==> src/rtl/pipelined_block_comparator.sv <==
// rtl/pipelined_block_comparator.sv - streaming multi-block magnitude comparator with valid/ready handshake
// Optional macro COMPARATOR_SIGNED_EN: compare the most significant block as two's complement.
module pipelined_block_comparator #(
  parameter int REGISTER_SIZE = 32,
  parameter int NUM_BLOCKS    = 128,
  parameter bit MSB_FIRST     = 1'b1
) (
  input  logic                     clk_in,
  input  logic                     rst_n_in,
  input  logic                     clear_in,
  input  logic                     valid_in,
  output logic                     ready_out,
  input  logic [REGISTER_SIZE-1:0] block_numA_in,
  input  logic [REGISTER_SIZE-1:0] block_numB_in,
  output logic [1:0]               result_out,
  output logic                     result_valid_out,
  input  logic                     result_ready_in,
  output logic                     busy_out
);

  localparam int CW = (NUM_BLOCKS > 1) ? $clog2(NUM_BLOCKS) : 1;
  localparam logic [CW-1:0] LAST_IDX = CW'(NUM_BLOCKS - 1);

  // Encodings double as the result_out verdict codes.
  typedef enum logic [1:0] {
    V_EQ = 2'b11,
    V_LT = 2'b01,
    V_GT = 2'b10
  } verdict_e;

  logic [CW-1:0] cnt_q, cnt_d;
  verdict_e      verdict_q, verdict_d;
  logic [1:0]    result_q, result_d;
  logic          result_valid_q, result_valid_d;
  logic          busy_q, busy_d;

  logic     accept, consume, last_beat;
  logic     a_lt, a_gt;
  verdict_e beat_v, merged_v;

  assign ready_out        = !result_valid_q || result_ready_in;
  assign accept           = valid_in && ready_out && !clear_in;
  assign consume          = result_valid_q && result_ready_in;
  assign last_beat        = (cnt_q == LAST_IDX);
  assign result_out       = result_q;
  assign result_valid_out = result_valid_q;
  assign busy_out         = busy_q;

`ifdef COMPARATOR_SIGNED_EN
  localparam logic [CW-1:0] MSB_IDX = MSB_FIRST ? '0 : LAST_IDX;
  logic msb_beat;
  assign msb_beat = (cnt_q == MSB_IDX);

  always_comb begin
    if (msb_beat) begin
      a_lt = $signed(block_numA_in) < $signed(block_numB_in);
      a_gt = $signed(block_numA_in) > $signed(block_numB_in);
    end else begin
      a_lt = block_numA_in < block_numB_in;
      a_gt = block_numA_in > block_numB_in;
    end
  end
`else
  assign a_lt = block_numA_in < block_numB_in;
  assign a_gt = block_numA_in > block_numB_in;
`endif

  // MSB-first: first difference wins. LSB-first: latest difference wins.
  always_comb begin
    beat_v = V_EQ;
    if (a_lt)      beat_v = V_LT;
    else if (a_gt) beat_v = V_GT;
    if (MSB_FIRST) merged_v = (verdict_q == V_EQ) ? beat_v : verdict_q;
    else           merged_v = (beat_v != V_EQ) ? beat_v : verdict_q;
  end

  always_comb begin
    cnt_d          = cnt_q;
    verdict_d      = verdict_q;
    result_d       = result_q;
    result_valid_d = result_valid_q;
    busy_d         = busy_q;
    if (clear_in) begin
      cnt_d          = '0;
      verdict_d      = V_EQ;
      result_valid_d = 1'b0;
      busy_d         = 1'b0;
    end else begin
      if (consume) result_valid_d = 1'b0;
      if (accept) begin
        if (last_beat) begin
          cnt_d          = '0;
          verdict_d      = V_EQ;
          result_d       = merged_v;
          result_valid_d = 1'b1;
          busy_d         = 1'b0;
        end else begin
          cnt_d     = cnt_q + CW'(1);
          verdict_d = merged_v;
          busy_d    = 1'b1;
        end
      end
    end
  end

  always_ff @(posedge clk_in or negedge rst_n_in) begin
    if (!rst_n_in) begin
      cnt_q          <= '0;
      verdict_q      <= V_EQ;
      result_q       <= 2'b00;
      result_valid_q <= 1'b0;
      busy_q         <= 1'b0;
    end else begin
      cnt_q          <= cnt_d;
      verdict_q      <= verdict_d;
      result_q       <= result_d;
      result_valid_q <= result_valid_d;
      busy_q         <= busy_d;
    end
  end

endmodule

==> config.mk <==
export PLATFORM = sky130hd
export DESIGN_NAME = pipelined_block_comparator
export DESIGN_NICKNAME = d
export VERILOG_FILES = /design/src/rtl/pipelined_block_comparator.sv
export SDC_FILE = /design/constraint.sdc
export NUM_CORES = 1
export LEC_CHECK = 0
export ABC_AREA = 1
export BUFFER_PORTS_ARGS = -buffer_cell sky130_fd_sc_hd__buf_4
export CAP_MARGIN = 15
export CORE_ASPECT_RATIO = 1.75
export CORE_UTILIZATION = 40
export DETAILED_ROUTE_END_ITERATION = 8
export PLACE_DENSITY = 0.7
export RECOVER_POWER = 25
export SETUP_SLACK_MARGIN = 0.1
export SLEW_MARGIN = 20
export SYNTH_ARGS = -nofsm -noshare
export SYNTH_HDL_FRONTEND = slang
export SYNTH_SLANG_ARGS = --single-unit
==> constraint.sdc <==
create_clock -name clk_in -period 2.27 [get_ports clk_in]
set_input_delay 0.454 -clock clk_in [delete_from_list [all_inputs] [get_ports clk_in]]
set_output_delay 0.454 -clock clk_in [all_outputs]
set_load 0.01 [all_outputs]
After elaboration in Yosys (flattened, before gate mapping)
Index checks and enable logic that the tools add are counted.
{"block": "op_classes", "magnitude_cmp": 2, "n_shift": 0, "div_mod_pow": 0, "n_mul": 0, "bitwise": 1, "muxes": 16, "n_reduce_logical": 8, "eq_ne": 2, "add_sub_neg": 1}
{"operator": "greater-than comparator 32 bit", "count": 1}
{"operator": "less-than comparator 32 bit", "count": 1}
{"operator": "2-to-1 mux 7 bit", "count": 3}
{"operator": "2-to-1 mux 2 bit", "count": 5}
{"operator": "2-to-1 mux 1 bit", "count": 8}
{"operator": "adder 7 x 1 -> 7 bit, second input constant", "count": 1}
{"operator": "equality test 7 bit, second input constant", "count": 1}
{"operator": "logical AND 1 bit", "count": 3}
{"operator": "AND reduction 3 bit", "count": 1}
{"operator": "equality test 2 bit, second input constant", "count": 1}
{"operator": "zero test 1 bit", "count": 2}
{"operator": "nonzero test 2 bit", "count": 1}
{"operator": "logical OR 1 bit", "count": 1}
{"operator": "NOT 1 bit", "count": 1}
{"block": "word_totals", "n_memories": 0, "latchBits": 0, "in_bits": 69, "reg_bits": 13, "out_inout_bits": 5, "elab_cells": 35, "romBits": 0, "ramBits": 0}

Longest topological paths before layout
Gate-level depths: netlist (run 1).
{"block": "depth", "depth_word": 7, "ltp_mapped": 16, "ltp_nobuf": 16}

Worst setup path after synthesis (run 1)
Ideal clock, no wire load.
{"block": "synth_timing", "path_kind": "input -> register", "start": "input port block_numB_in[23]", "end": "register result_q[0] (netlist: result_out[0])", "stages": 11, "setup_slack_ps": 752, "setup_ps": 116, "t_arrival_ps": 1402, "path_cell_list": "inv_1 > ha_1 > nand2_1 > nor2_1 > nand4_1 > nor2_2 > nand2_1 > nand2_2 > nand2_1 > nand2_1 > nand2_1"}
{"block": "synth_via", "elab_chain_len": 4, "word_cells_on_any_way": 5, "cone_classes": "2 x order compare; 3 x mux"}
{"element": "start, declared", "line": "14", "text": "input logic [REGISTER_SIZE-1:0] block_numB_in,"}
{"element": "greater-than comparator 32 bit", "line": "65", "text": "assign a_gt = block_numA_in > block_numB_in;"}
{"element": "2-to-1 mux 1 bit", "line": "72", "text": "else if (a_gt) beat_v = V_GT;"}
{"element": "2-to-1 mux 2 bit *", "line": "71", "text": "if (a_lt) beat_v = V_LT;"}
{"element": "2-to-1 mux 2 bit *", "line": "73", "text": "if (MSB_FIRST) merged_v = (verdict_q == V_EQ) ? beat_v : verdict_q;"}
{"element": "end signal, assigned", "line": "116", "text": "result_q <= result_d;"}
{"element": "end, declared", "line": "33", "text": "logic [1:0] result_q, result_d;"}
Every way passes the cells marked *; elsewhere a longest branch is shown, timed or not.
A chain may end at the register's enable or synchronous reset.

Worst setup path after layout (run 1)
{"block": "layout_timing", "start": "input port block_numA_in[21]", "end": "register result_q[1] (netlist: result_out[1])"}
{"block": "layout_via", "elab_chain_len": 3}
{"element": "start, declared", "line": "13", "text": "input logic [REGISTER_SIZE-1:0] block_numA_in,"}
{"element": "less-than comparator 32 bit", "line": "64", "text": "assign a_lt = block_numA_in < block_numB_in;"}
{"element": "2-to-1 mux 2 bit", "line": "71"}
{"element": "2-to-1 mux 2 bit", "line": "73"}
Every way passes these cells.

==> run summary, run 1 <==
Worst Skew: 0.0005578 ns
Worst R2R End: result_out[0]$_DFFE_PN0P_
post-synthesis cell count: 220
Critical Path RT: 2.40 ns
final cell count without fillers: 343
syn_nets: 322
Final Hold Viols: 0
period utilisation layout: 65.72%
Final nets: 400
Initial DRC Count: 8
fillers: 375
sequential area share after synthesis: 21.69%
f_max: 0.6704 GHz
unrepaired setup endpoints after global routing: false
grt peak-use layer: met2
Die Y: 83.32 µm
Clock Tree Buf Depth: 2
Tot GR Track Use: 17.40%
commonest cells after routing, fill and taps aside: buf_4, nand2_1, inv_1
worst r2r src: cnt_q[0]$_DFFE_PN0P_
# DRC: 0
Tightest Hold Check Type: in -> async
Initial Utilization: 41.66%
min setup slack post-route: 0.7782 ns
largest net degree at the start of global routing: 14
WP depth: 10
Worst-Margin Slew: 0.6948 ns
count of cell types in the netlist: 23
count of input and output buffers: 73
Ports: 74
Critical Path Source: block_numA_in[21]
VDD IR max: 0.3725 mV
Antenna diodes: 0
WP buf/inv: 1
layout cells sized above 1: 30.64%
Hold WS: 0.2302 ns
CP top delay family: simple AND/OR/NAND/NOR gates
Period minus WS final: 1.492 ns
GRT met2 Usage: 34.96%
DRT antenna net count: 0
Std-Cell Rows: 29
CTS Buf Count: 3
Leakage: 0.001307 µW
number of max-cap violations: 0
CTS Sinks: 13
wire per inst: 9.598 µm
Mapped Area: 0.001511 mm²
synth warn: 0
vias in the first global route: 1486
crit path cell chain: buf_4 > ha_1 > a21oi_1 > nor2_1 > nor2_1 > nand3_1 > a21oi_1 > nand2_2 > nand3_1 > nand2_1
Die Area: 0.004038 mm²
cells resized by post-CTS repair: 0
reg2reg setup slack: 0.80 ns
final WL: 3.292 mm
CP Max Fanout: 4
met3 usage: 1.465%
initial antenna violation count: 0
DP Cell Count: 339
core area: 0.003628 mm²
CTS Root Cell: clkbuf_8
Final Slew Violations: 0
die extent in x: 48.47 µm
Register-to-Register Path Depth: 8
Crit Path Category: in -> reg
CP Capture Point: result_out[1]$_DFFE_PN0P_
status: finished, final reports clean
CP max stage delay: 0.30 ns
vias: 1567
worst rel slew slack: 53.68%
routing usage on met1: 17.92%
Worst path slowest cell: ha_1
HPWL Detailed: 2.877 mm
pwr dens: 330.6 mW/mm²
Setup TNS: 0 ns
Placer Congestion: 0.7646
CTS Hold Bufs: 0
H-tree depth: 1
area delta synth->final: 42.80%
Setup Viol. Count Final: 0
Clock transition at path regs: 0.05 ns
critical path startpoint category: primary input
routed vias/inst: 4.569
Clk Latency, worst-skew pair: 0.24 ns
endpoint class of the critical path: flip-flop
Setup Buffers After CTS: 0
dpl ws: 0.4723 ns
syn_area_per_cell: 6.870 µm²
worst path arrival time: 1.63 ns
Initial DRT Pass Iterations: 4
Yosys reg bits: 13
first-pass GRT wire length: 5.706 mm
CTS tree: built
gr ovfl total: 0
commonest non-fill, non-tap cell in the layout: buf_4
## cells by family (layout without fill, tap and decap cells)
kind of cell | after synthesis | count (layout) | share of synthesized area (%)
compound gates | 24 | 24 | 8.610
flops | 13 | 13 | 21.69
xor+xnor | 1 | 1 | 0.5796
simple gates | 97 | 97 | 28.89
buf+inv | 52 | 129 | 12.91
fa+ha+maj | 33 | 33 | 27.32
## report_power, final
group	switching (µW)	internal (µW)	leakage, µW	total, µW
clock network	81.8	124	0.0000228	206
registers	6.52	243	0.000171	250
logic	115	143	0.00111	258
## cells in the mapped netlist
library cell | count | area [µm²]
nand2_4 | 1 | 11.26
nor3_4 | 1 | 16.27
nor2_2 | 3 | 18.77
a21o_1 | 1 | 7.510
o32ai_1 | 1 | 8.760
dfstp_2 | 2 | 52.55
nor3_1 | 3 | 15.01
nand2_2 | 4 | 25.02
a22o_1 | 1 | 8.760
dfrtp_1 | 11 | 275.3
nand3_2 | 2 | 20.02
nor2_4 | 1 | 11.26
ha_1 | 33 | 412.9
nand3_1 | 5 | 25.02
o21ai_0 | 6 | 30.03
inv_2 | 2 | 7.510
inv_1 | 50 | 187.7
nand4_1 | 2 | 12.51
a21oi_1 | 14 | 70.07
o21ai_1 | 1 | 5.000
xnor2_1 | 1 | 8.760
nand2_1 | 57 | 214.0
nor2_1 | 18 | 67.56
## area by class of cell
cell class | count | area, µm² | share of cell area [%]
Timing Repair Buffer | 73 | 544.3 | 25.22
Multi-Input combinational cell | 155 | 988.4 | 45.80
Tap cell | 46 | 57.56 | 2.667
Sequential cell | 13 | 327.8 | 15.19
Clock buffer | 4 | 45.04 | 2.087
Inverter | 52 | 195.2 | 9.043
## flip-flops by register name, summed over array words and instances, names as in the netlist
signal,count
busy_out,1
cnt_q,7
result_out,2
result_valid_out,1
verdict_q,2
## metrics by stage
| step | utilization [%] | power, µW | area, µm² |
|---|---|---|---|
| 4_1_cts | 59.59 | 724.7 | 2162 |
| 3_5_place_dp | 58.34 | 516.5 | 2117 |
| 2_1_floorplan | - | 388.1 | 1511 |
| 3_3_place_gp | 58.34 | 510.9 | 2117 |
| 5_1_grt | 59.48 | 770.9 | 2158 |
| 6_report | 59.48 | 713.4 | 2158 |
## worst min-delay path by stage
stage               startpoint              endpoint
floorplan             rst_n_in  busy_out$_DFFE_PN0P_
CTS                   rst_n_in  cnt_q[1]$_DFFE_PN0P_
detailed placement    rst_n_in  busy_out$_DFFE_PN0P_
global route          rst_n_in  cnt_q[4]$_DFFE_PN0P_
finish                rst_n_in  cnt_q[4]$_DFFE_PN0P_
global placement      rst_n_in  busy_out$_DFFE_PN0P_
## per-layer routing
| metal | share of wire [%] | vias to the layer above |
|---|---|---|
| met1 | 37 | 683 |
| met4 | 0.94 | 0 |
| met2 | 57 | 39 |
| met5 | 0 | - |
| met3 | 5.0 | 4 |
| li1 | - | 841 |
Note: power is estimated with default switching activity, not from simulation.
==> run 2, diff against run 1 <==
- clock period: 2.27 -> 1.4 ns (I/O delays scaled with it)
==> run 2 against run 1 <==
- power rose by 71%
- critical path depth shrank 2
- flip-flop and latch count stayed put
- global-route usage increased by 1.1 points
- highest routed layer unchanged
- core utilization up 5.8 points
==> run summary, run 2 (synthesized netlist as in run 1, its figures left out) <==
status: finished, final reports clean
f_max: 0.7546 GHz
Switching Share: 29.36% (+0.92 points)
unrepaired setup endpoints after global routing: true
Worst-Margin Slew: 0.6925 ns (-0.002309 ns)
CTS Sinks: 13 (unchanged)
layout cells sized above 1: 40.98% (+10 points)
Clock transition at path regs: 0.05 ns (about the same)
Tot GR Track Use: 18.48% (+1.1 points)
commonest cells after routing, fill and taps aside: buf_4, nand2_1, inv_1
gr ovfl total: 0 (unchanged)
switching pwr: 358.5 µW (+77%)
final WL: 3.463 mm (+5.2%)
Clk Latency, worst-skew pair: 0.24 ns (about the same)
Die Y: 83.32 µm (unchanged)
Initial DRT Pass Iterations: 4 (unchanged)
H-tree depth: 1 (unchanged)
Clock Power Share: 27.3% (-1.6 points)
CTS Root Cell: clkbuf_8
Internal: 862.5 µW (+69%)
crit path cell chain: ha_2 > nand3_2 > nor3_4 > nand2_2 > nor2_4 > inv_2 > nand2_1 > nand2_1
wire per inst: 9.866 µm (+2.8%)
first-pass GRT wire length: 6.078 mm (+6.5%)
critical path startpoint category: flip-flop
count of input and output buffers: 73 (unchanged)
share of total power in combinational logic: 39.5% (+3.4 points)
Initial Utilization: 41.66% (unchanged)
Std-Cell Rows: 29 (unchanged)
DRT antenna net count: 0 (unchanged)
core area: 0.003628 mm² (unchanged)
Leakage: 0.001336 µW (+2.2%)
CP max stage delay: 0.36 ns (+0.06 ns)
Tightest Hold Check Type: in -> reg
vias in the first global route: 1700 (+14%)
Setup Viol. Count Final: 0 (unchanged)
placed inst area: 0.002278 mm² (+7.6%)
max reg flops: 7 (unchanged)
initial antenna violation count: 0 (unchanged)
Period minus WS final: 1.325 ns
number of max-cap violations: 0 (unchanged)
Final Hold Viols: 0 (unchanged)
Initial DRC Count: 20 (+12)
vias: 1630 (+4.0%)
VDD IR max: 0.4210 mV (+13%)
Critical Path RT: 1.53 ns (-0.87 ns)
endpoint class of the critical path: flip-flop
Reg with most FFs: cnt_q
CTS tree: built
routed vias/inst: 4.644 (+1.6%)
HPWL Detailed: 3.054 mm (+6.2%)
register share of total power: 33.2% (-1.8 points)
period utilisation layout: 94.66%
Die Area: 0.004038 mm² (unchanged)
Hold WS: 0.2539 ns (+0.02371 ns)
DP Cell Count: 345 (+1.8%)
Worst Skew: 0.001138 ns (+0.0005801 ns)
commonest non-fill, non-tap cell in the layout: buf_4
Final Slew Violations: 0 (unchanged)
overall power: 1221 µW (+71%)
Finished Cell Area: 0.002370 mm² (+9.8%)
pwr dens: 515.2 mW/mm² (+56%)
Clock Tree Buf Depth: 2 (unchanged)
final cell count without fillers: 351 (+2.3%)
# DRC: 0 (unchanged)
CTS Buf Count: 3 (unchanged)
Antenna diodes: 0 (unchanged)
worst path arrival time: 1.46 ns (-0.17 ns)
CP top delay family: simple AND/OR/NAND/NOR gates
CP Max Fanout: 3 (-1)
WP buf/inv: 1 (unchanged)
die extent in x: 48.47 µm (unchanged)
Ports: 74 (unchanged)
worst rel slew slack: 53.83% (+0.15 points)
largest net degree at the start of global routing: 14 (unchanged)
Final nets: 408 (+2.0%)
Worst path slowest cell: dfrtp_1
Crit path top cell by count: nand2_1
Placer Congestion: 0.7493 (-2.0%)
Crit Path Category: reg -> reg
area delta synth->final: 56.79%
[run 2: layout make-up]
cell class	instances	area (µm²)
Timing Repair Buffer	81	606.8
Clock buffer	4	45.04
Tap cell	46	57.56
Inverter	52	205.2
Fill cell	366	1259
Multi-Input combinational cell	155	1127
Sequential cell	13	327.8
[run 2: metrics by stage]
stage	util (%)	setup TNS [ns]	setup slack [ns]
6_report	65.31	0	0.07473
5_1_grt	65.31	-0.1325	-0.04713
4_1_cts	64.59	0	0.06928
3_5_place_dp	62.79	-0.5683	-0.1718
3_3_place_gp	62.79	-0.5042	-0.1484
2_1_floorplan	-	0	0.08013
[run 2: per-layer routing]
layer	up-vias	GRT usage [%]	part of all wire [%]
li1	857	-	-
met1	726	16.74	34
met2	42	39.56	61
met3	5	1.282	3.5
met4	0	7.219	1.4
met5	-	0	0
[run 2: final timing paths]
kind / from / to / slack [ns] / depth (start not counted)
setup / recovery: cnt_q[0]$_DFFE_PN0P_ / result_out[1]$_DFFE_PN0P_ / 0.07 / 8
hold / removal: clear_in / cnt_q[4]$_DFFE_PN0P_ / 0.25 / 2
setup reg to reg: cnt_q[0]$_DFFE_PN0P_ / result_out[1]$_DFFE_PN0P_ / 0.07 / 8
hold reg to reg: result_out[0]$_DFFE_PN0P_ / result_out[0]$_DFFE_PN0P_ / 0.47 / 2
max in group asynchronous: rst_n_in / cnt_q[5]$_DFFE_PN0P_ / 0.37 / 2
min in group asynchronous: rst_n_in / cnt_q[0]$_DFFE_PN0P_ / 0.59 / 2
[run 2: power by group through the flow]
stage          clock (µW)  combinational (µW)  sequential [µW]
2_1_floorplan           0                 244              411
3_3_place_gp            0                 473              411
3_5_place_dp            0                 483              411
4_1_cts               337                 491              405
5_1_grt               351                 557              407
6_report              333                 483              406
[run 2: repair_timing]
item | in CTS | in global routing
endpoints found under the hold margin | 11 | 0
gates resized for setup | 3 | 9
pin swaps | 2 | 1
endpoints found under the setup margin | 5 | 10
buffers inserted | 0 | 1
hold buffers | 1 | 0
